<file path="src/rtl/heichips25_nibble_mem_responder.sv">
// Far-end responder: deserializes nibble requests into 32-bit memory accesses, serializes read data back as 8 nibbles.
// Latency: write issues mem_req the cycle after beat 7; read nibbles start the cycle after mem_rvalid, then one commit beat.
// Backpressure: req_ready_o low while a request is in flight; rsp beats hold while rsp_ready_i is low (commit beat ignores it).
module heichips25_nibble_mem_responder #(
   parameter int unsigned               MemAddrWidth = 8,
   parameter logic [MemAddrWidth-1:0]   MemAddrBase  = '0
) (
   input  logic                    clk,
   input  logic                    rst_n,
   input  logic [3:0]              req_data_i,
   input  logic [7:0]              req_addr_i,
   input  logic                    req_write_i,
   input  logic                    req_strb_i,
   input  logic                    req_valid_i,
   output logic                    req_ready_o,
   output logic [3:0]              rsp_data_o,
   output logic                    rsp_last_o,
   output logic                    rsp_valid_o,
   input  logic                    rsp_ready_i,
   output logic                    mem_req_o,
   input  logic                    mem_gnt_i,
   output logic                    mem_we_o,
   output logic [MemAddrWidth-1:0] mem_addr_o,
   output logic [31:0]             mem_wdata_o,
   output logic [3:0]              mem_be_o,
   input  logic                    mem_rvalid_i,
   input  logic [31:0]             mem_rdata_i,
   output logic                    busy_o
);

   typedef enum logic [2:0] {
      S_IDLE, S_WCOLLECT, S_WREQ, S_RREQ, S_RWAIT, S_RSEND, S_COMMIT
   } state_e;

   state_e      state_q, state_d;
   logic [7:0]  addr_q, addr_d;
   // data_q holds collected write data, and is reused as the read-data shift register
   logic [31:0] data_q, data_d;
   logic [7:0]  strb_q, strb_d;
   logic [2:0]  cnt_q, cnt_d;
   logic        ready_q, ready_d;
   logic        beat_acc;

   assign beat_acc = req_valid_i & ready_q;

   // State and datapath registers; ready is registered so there is no valid->ready path
   always_ff @(posedge clk or negedge rst_n) begin
      if (!rst_n) begin
         state_q <= S_IDLE;
         addr_q  <= '0;
         data_q  <= '0;
         strb_q  <= '0;
         cnt_q   <= '0;
         ready_q <= 1'b0;
      end else begin
         state_q <= state_d;
         addr_q  <= addr_d;
         data_q  <= data_d;
         strb_q  <= strb_d;
         cnt_q   <= cnt_d;
         ready_q <= ready_d;
      end
   end

   // Next-state logic: request collection, memory handshake, response serialization
   always_comb begin
      state_d = state_q;
      addr_d  = addr_q;
      data_d  = data_q;
      strb_d  = strb_q;
      cnt_d   = cnt_q;
      case (state_q)
         S_IDLE: begin
            if (beat_acc) begin
               addr_d = req_addr_i;
               if (req_write_i) begin
                  data_d  = {28'd0, req_data_i};
                  strb_d  = {7'd0, req_strb_i};
                  cnt_d   = 3'd1;
                  state_d = S_WCOLLECT;
               end else begin
                  state_d = S_RREQ;
               end
            end
         end
         S_WCOLLECT: begin
            if (beat_acc) begin
               data_d[{cnt_q, 2'b00} +: 4] = req_data_i;
               strb_d[cnt_q]               = req_strb_i;
               cnt_d                       = cnt_q + 3'd1;
               if (cnt_q == 3'd7) begin
                  state_d = S_WREQ;
               end
            end
         end
         S_WREQ: begin
            if (mem_gnt_i) begin
               cnt_d   = 3'd0;
               state_d = S_IDLE;
            end
         end
         S_RREQ: begin
            if (mem_gnt_i) begin
               state_d = S_RWAIT;
            end
         end
         S_RWAIT: begin
            if (mem_rvalid_i) begin
               data_d  = mem_rdata_i;
               cnt_d   = 3'd0;
               state_d = S_RSEND;
            end
         end
         S_RSEND: begin
            if (rsp_ready_i) begin
               data_d = data_q >> 4;
               cnt_d  = cnt_q + 3'd1;
               if (cnt_q == 3'd7) begin
                  state_d = S_COMMIT;
               end
            end
         end
         S_COMMIT: begin
            cnt_d   = 3'd0;
            state_d = S_IDLE;
         end
         default: begin
            state_d = S_IDLE;
         end
      endcase
      ready_d = (state_d == S_IDLE) || (state_d == S_WCOLLECT);
   end

   // Outputs decoded from state; memory fields are zero outside the request states
   always_comb begin
      req_ready_o = ready_q;
      busy_o      = (state_q != S_IDLE);
      mem_req_o   = (state_q == S_WREQ) || (state_q == S_RREQ);
      mem_we_o    = (state_q == S_WREQ);
      mem_addr_o  = '0;
      mem_wdata_o = '0;
      mem_be_o    = '0;
      rsp_valid_o = (state_q == S_RSEND) || (state_q == S_COMMIT);
      rsp_data_o  = '0;
      rsp_last_o  = 1'b0;
      if (mem_req_o) begin
         mem_addr_o = MemAddrBase + MemAddrWidth'(addr_q);
      end
      if (state_q == S_WREQ) begin
         mem_wdata_o = data_q;
         mem_be_o    = {strb_q[7] | strb_q[6], strb_q[5] | strb_q[4],
                        strb_q[3] | strb_q[2], strb_q[1] | strb_q[0]};
      end else if (state_q == S_RREQ) begin
         mem_be_o = 4'hF;
      end
      if (state_q == S_RSEND) begin
         rsp_data_o = data_q[3:0];
         rsp_last_o = (cnt_q == 3'd7);
      end
   end

endmodule

</file>
<file path="config.mk">
export PLATFORM = sky130hd
export DESIGN_NAME = heichips25_nibble_mem_responder
export DESIGN_NICKNAME = d
export VERILOG_FILES = /design/src/rtl/heichips25_nibble_mem_responder.sv
export SDC_FILE = /design/constraint.sdc
export NUM_CORES = 1
export LEC_CHECK = 0
export BUFFER_PORTS_ARGS = -buffer_cell sky130_fd_sc_hd__buf_2
export CORE_ASPECT_RATIO = 0.5
export CORE_MARGIN = 3
export CORE_UTILIZATION = 56
export DETAILED_ROUTE_END_ITERATION = 8
export PLACE_DENSITY = 0.85
export SETUP_SLACK_MARGIN = 0.2
export SYNTH_ARGS = -nofsm -noshare
export SYNTH_HDL_FRONTEND = slang
export SYNTH_SLANG_ARGS = --single-unit
</file>
<file path="constraint.sdc">
create_clock -name clk -period 4.7 [get_ports clk]
set_clock_uncertainty 0.1 [all_clocks]
set_input_delay 0.94 -clock clk [delete_from_list [all_inputs] [get_ports clk]]
set_output_delay 0.94 -clock clk [all_outputs]
set_load 0.01 [all_outputs]
</file>
==> impl_metrics.json, run 1 <==
{
  "crit_buf_inv": 1,
  "htree_num_levels": 2,
  "place_area_mm2": 0.00410,
  "required_ns": 3.66,
  "path_max_fanout": 30,
  "ant_nets": 0,
  "timing.fmax_mhz": 251,
  "slowest_delay_ns": 1.05,
  "post-route-period-util_pct": 84.6,
  "yosysSeqAreaShare_pct": 38.2,
  "p_per_area_mw_per_mm2": 592,
  "crit_path_cell_trace": "nand2b_1, nor2_1, and2_1, buf_2",
  "grt_pass1_vias": 3169,
  "numCtsBuffers": 5,
  "dp.cells": 558,
  "wl_per_cell_um": 16.7,
  "firstDrtPassIters": 5,
  "multi_input_comb_area_mm2": 0.00202,
  "end_kind": "output port",
  "hpwl_um": 6840,
  "gr-total-overflow": 0,
  "antenna_cells": 0,
  "post_cts_buffers": 0,
  "hold_path.class": "reg -> reg",
  "min-delay-start": "addr_q[4]",
  "synth_ff_type": "dfrtp_1",
  "start_util_pct": 61.8,
  "finalSetupTns_ns": 0,
  "reg2reg_from": "cnt_q[0]",
  "max-clock-path-buffers": 2,
  "clkSlewWorstSetupHoldPaths_ns": 0.06,
  "fin_crit_ns": 3.98,
  "drc": 0,
  "max_slew_margin_pct": 18.7,
  "rsz0062_at_grt": "no",
  "drv_slew": 0,
  "syn2layout_area_growth_pct": 18.3,
  "final-hold-violation-count": 0,
  "cts_hold_buf": 0,
  "netlist-cell-type-count": 54,
  "vias": 3336,
  "tightest_slew_ns": 1.22,
  "io_buffers": 105,
  "synth_enable_flop_cells": 0,
  "ff2ff_path_depth": 7,
  "ys_async_sr_fraction_pct": 100,
  "setup.worst_path.start_class": "flip-flop",
  "fp.dieH_um": 62.7,
  "cts_tree": "done",
  "stdcell_count": 566,
  "postSynthAreaPerCell_um2": 9.06,
  "drt_iter0_drc": 278,
  "critPathKind": "reg -> out",
  "status": "completed",
  "ff2ff_setup_slack_ns": 1.56,
  "antenna_found_initial": 0,
  "drive_gt1_share_pct": 28.0,
  "reg2reg_to": "data_q[19]",
  "p_leak_nw": 2.22,
  "holdPathStages": 1,
  "fp-row-count": 19,
  "die_x_um": 119,
  "numClockSinks": 55,
  "grt_pass1_wl_um": 15300,
  "drv_cap": 0,
  "synth.net_count": 456,
  "hold_ws_ns": 0.396,
  "coreArea_mm2": 0.00582,
  "setup_viol": 0,
  "netlist_area_mm2": 0.00360,
  "gr-usage-all-layers_pct": 24.8,
  "gp_congestion": 0.902,
  "vdd_drop_max_mv": 0.374,
  "yosysTopAreaCell": "dfrtp_1",
  "synth.most_common_cell": "dfrtp_1",
  "synth.area.top_cells": "dfrtp_1, mux2i_1, and2_1",
  "fillCellCount": 461,
  "startpoint": "state_q[2]",
  "synth_common_cells": "dfrtp_1, and2_1, nor2_1",
  "final_nets": 540,
  "worstPathArrival_ns": 2.94,
  "synth_warnings": 0,
  "ys_ff_latch": 55,
  "crit_family": "simple AND/OR/NAND/NOR gates",
  "fin_util_pct": 73.1,
  "io_pins": 106,
  "ctsResizeCount": 0,
  "yosysTopAreaCellShare_pct": 38.2,
  "viasPerCell": 5.89,
  "hold_end": "addr_q[4]",
  "synth_cells": 397,
  "clk_latency_ns": 0.29,
  "cts-root-buf": "clkbuf_16",
  "grt_max_degree": 65,
  "critPathSlowestCell": "nor2_1",
  "die-area_mm2": 0.00748,
  "fin_area_mm2": 0.00426,
  "wl_um": 9430,
  "regArea_mm2": 0.00138
}
-- layout by cell type (no fill, tap or decap), types with 5 or more instances in the layout --
master and instances:
buf_2 105, dfrtp_1 54, and2_1 32, nor2_1 30, nand2_1 28, mux2i_1 26, o21ai_0 20, nor3_1 19
a221o_1 16, inv_1 15, a21oi_1 11, nand3_1 10, mux2_2 10, nand2b_1 9, o221ai_1 9, ha_1 7
and3_1 5, clkbuf_16 5
-- cells by family (layout without fill, tap and decap cells) --
group                      Yosys count  in the layout  share of synthesized area, %
DFF                                 55             55                          38.2
AOI/OAI and AO/OA                   91             91                          18.8
adders and majority gates            7              7                          2.43
buffers and inverters               46            131                          5.74
muxes                               36             36                          10.4
and+or+nand+nor                    162            162                          24.4
-- power by group --
part / total [mW] / leakage [nW] / internal (mW) / switching (mW)
registers: 0.875 / 0.733 / 0.669 / 0.206
clock network: 0.393 / 0.0772 / 0.227 / 0.166
logic: 1.25 / 1.41 / 0.513 / 0.740
-- layout make-up --
type | instances | area share [%]
Sequential cell | 55 | 32.4
Multi-Input combinational cell | 296 | 47.4
Tap cell | 84 | 2.47
Clock buffer | 8 | 3.68
Timing Repair Buffer | 107 | 12.7
Inverter | 16 | 1.41
-- worst max path at each step --
stage | slack, ns | endpoint | cells after the start
final | 0.72 | mem_wdata_o[20] | 4
after global routing | 0.42 | mem_wdata_o[12] | 4
after CTS | 0.78 | mem_wdata_o[20] | 4
after detailed placement | 1.10 | mem_wdata_o[20] | 4
after global placement | 1.10 | mem_wdata_o[12] | 4
after floorplan | 2.00 | data_q[16] | 9
-- per-layer routing --
layer	part of all wire [%]	GRT usage (%)	vias up
li1	-	-	1617
met1	46	35.4	1554
met2	44	38.2	156
met3	8.7	6.51	9
met4	0.72	5.14	0
met5	0	0	-
-- flip-flops by register name, summed over array words and instances (netlist names) --
name and flops:
strb_q 8, data_q 32, state_q 3, req_ready_o 1
cnt_q 3, addr_q 8
-- through the flow --
stage	power [mW]	setup WS, ns
2_1_floorplan	1.83	2.00
3_3_place_gp	2.08	1.10
3_5_place_dp	2.11	1.10
4_1_cts	2.51	0.780
5_1_grt	2.71	0.422
6_report	2.52	0.723
No activity file was read; power rests on OpenSTA's default activity.
==> inputs of run 2 (changes only) <==
--- a/config.mk
+++ b/config.mk
@@ -8,9 +8,9 @@
 export BUFFER_PORTS_ARGS = -buffer_cell sky130_fd_sc_hd__buf_2
 export CORE_ASPECT_RATIO = 0.5
 export CORE_MARGIN = 3
-export CORE_UTILIZATION = 56
+export CORE_UTILIZATION = 47
 export DETAILED_ROUTE_END_ITERATION = 8
-export PLACE_DENSITY = 0.85
+export PLACE_DENSITY = 0.76
 export SETUP_SLACK_MARGIN = 0.2
 export SYNTH_ARGS = -nofsm -noshare
 export SYNTH_HDL_FRONTEND = slang
==> constraint.sdc (replaced) <==
create_clock -name clk -period 3.3 [get_ports clk]
set_clock_uncertainty 0.1 [all_clocks]
set_input_delay 0.66 -clock clk [delete_from_list [all_inputs] [get_ports clk]]
set_output_delay 0.66 -clock clk [all_outputs]
set_load 0.01 [all_outputs]
==> run 2 against run 1 <==
Net effect:
- global-route usage shrank 0.71 points
- routed wire length grew 8.4%
- utilization shrank 11 points
- final cell count grew 3.5%
- highest routed layer unchanged
- clock power grew 31%
- power grew 45%
- hold slack gained 0.0018 ns
- count of clock-buffer cells in the layout shrank 3
==> impl_metrics.json, run 2 (synthesis gave the netlist of run 1 again) <==
{
  "grt_pass1_vias": 3078,
  "io_pins": 106,
  "cts-root-buf": "clkbuf_16",
  "rsz0062_at_grt": "no",
  "wl_per_cell_um": 17.4,
  "tightest_slew_ns": 1.03,
  "p_leak_nw": 2.27,
  "grt_pass1_wl_um": 16500,
  "vdd_drop_max_mv": 0.405,
  "wl_um": 10200,
  "viasPerCell": 5.82,
  "numCtsBuffers": 5,
  "start_util_pct": 51.1,
  "cts_hold_buf": 0,
  "gr-usage-all-layers_pct": 24.1,
  "htree_num_levels": 2,
  "clkSlewWorstSetupHoldPaths_ns": 0.07,
  "max_slew_margin_pct": 31.6,
  "ctsResizeCount": 0,
  "required_ns": 3.35,
  "post-place-ws_ns": 0.655,
  "worstPathArrival_ns": 2.79,
  "hold_path.class": "reg -> reg",
  "final_nets": 552,
  "grt_max_degree": 45,
  "total_power_mw": 3.67,
  "drv_cap": 0,
  "cts_tree": "done",
  "final_cell_mix": "buf_2, dfrtp_1, and2_1, nor2_1, nand2_1",
  "hpwl_um": 7800,
  "endpoint": "data_q[3]",
  "ant_nets": 0,
  "end_kind": "flip-flop",
  "max-clock-path-buffers": 2,
  "layout_setup_ws_ns": 0.564,
  "finalSetupTns_ns": 0,
  "final-hold-violation-count": 0,
  "drc": 0,
  "fin_util_pct": 61.6,
  "reg2reg_from": "cnt_q[1]",
  "die-area_mm2": 0.00881,
  "antenna_cells": 0,
  "regArea_mm2": 0.00138,
  "fin_crit_ns": 2.74,
  "vias": 3411,
  "die_x_um": 130,
  "firstDrtPassIters": 5,
  "critPathKind": "reg -> reg",
  "io_buffers": 105,
  "drv_slew": 0,
  "antenna_found_initial": 0,
  "p_per_area_mw_per_mm2": 845,
  "path_max_fanout": 16,
  "reg_top3": "data_q (32), addr_q (8), strb_q (8)",
  "setup_viol": 0,
  "reg2reg_to": "data_q[3]",
  "multi_input_comb_area_mm2": 0.00202,
  "drive_gt1_share_pct": 30.0,
  "setup.worst_path.start_class": "flip-flop",
  "coreArea_mm2": 0.00704,
  "ff2ff_setup_slack_ns": 0.56,
  "largest_reg_flops": 32,
  "drt_iter0_drc": 357,
  "fp.dieH_um": 67.9,
  "gr-total-overflow": 0,
  "syn2layout_area_growth_pct": 20.6,
  "top_register": "data_q",
  "layout_commonest_cell": "buf_2",
  "ff2ff_path_depth": 8,
  "status": "completed",
  "post_cts_buffers": 0,
  "fillCellCount": 642,
  "post-route-period-util_pct": 82.9,
  "timing.fmax_mhz": 365,
  "startpoint": "cnt_q[1]",
  "clk_latency_ns": 0.29,
  "gp_congestion": 0.984,
  "fp-row-count": 21,
  "numClockSinks": 55
}
==> run 2: changes by cell type in the layout (fill, tap and decap cells not counted) <==
cell	before	now
buf_4	2	14
clkbuf_1	1	0
clkbuf_8	2	0
clkinv_2	0	3
==> run 2: worst min-delay path by stage <==
stage | startpoint | end | slack [ns] | cells after the start
floorplan | rst_n | addr_q[0] | 0.26 | 0
global placement | addr_q[4] | addr_q[4] | 0.38 | 1
detailed placement | addr_q[6] | addr_q[6] | 0.38 | 1
CTS | addr_q[6] | addr_q[6] | 0.40 | 1
global route | addr_q[6] | addr_q[6] | 0.41 | 1
finish | addr_q[6] | addr_q[6] | 0.40 | 1
==> run 2: critical path: stages, from the launching register on <==
cell and delay [ns]:
dfrtp_1 0.61, inv_1 0.15, ha_1 0.23, ha_1 0.29, buf_4 0.17, nor3b_1 0.48, nand2_1 0.13, a311oi_1 0.33
o31ai_1 0.11
==> run 2: through the flow <==
stage / std cells / instance area [um^2] / hold WS [ns]
2_1_floorplan: 397 / 3600 / 0.264
3_3_place_gp: 578 / 4200 / 0.379
3_5_place_dp: 578 / 4200 / 0.385
4_1_cts: 586 / 4340 / 0.401
5_1_grt: 586 / 4340 / 0.407
6_report: 586 / 4340 / 0.398
==> run 2: area by class of cell <==
class                   count  area share [%]
clock buffers               5            2.88
clock inverters             3           0.346
inverters                  16            1.38
multi-input cells         296            46.5
flip-flops and latches     55            31.7
well taps                  92            2.65
repair buffers            119            14.5
==> run 2: per-layer routing <==
metal / GRT usage [%] / part of all wire [%]
met1: 39.5 / 50
met2: 33.5 / 41
met3: 4.13 / 8.3
met4: 2.72 / 0.48
met5: 0 / 0
==> run 2: power breakdown <==
group	switching, mW	leakage (nW)	internal, mW	total, mW
registers	0.266	0.733	0.953	1.22
clock network	0.239	0.0733	0.278	0.516
logic	1.14	1.46	0.792	1.93
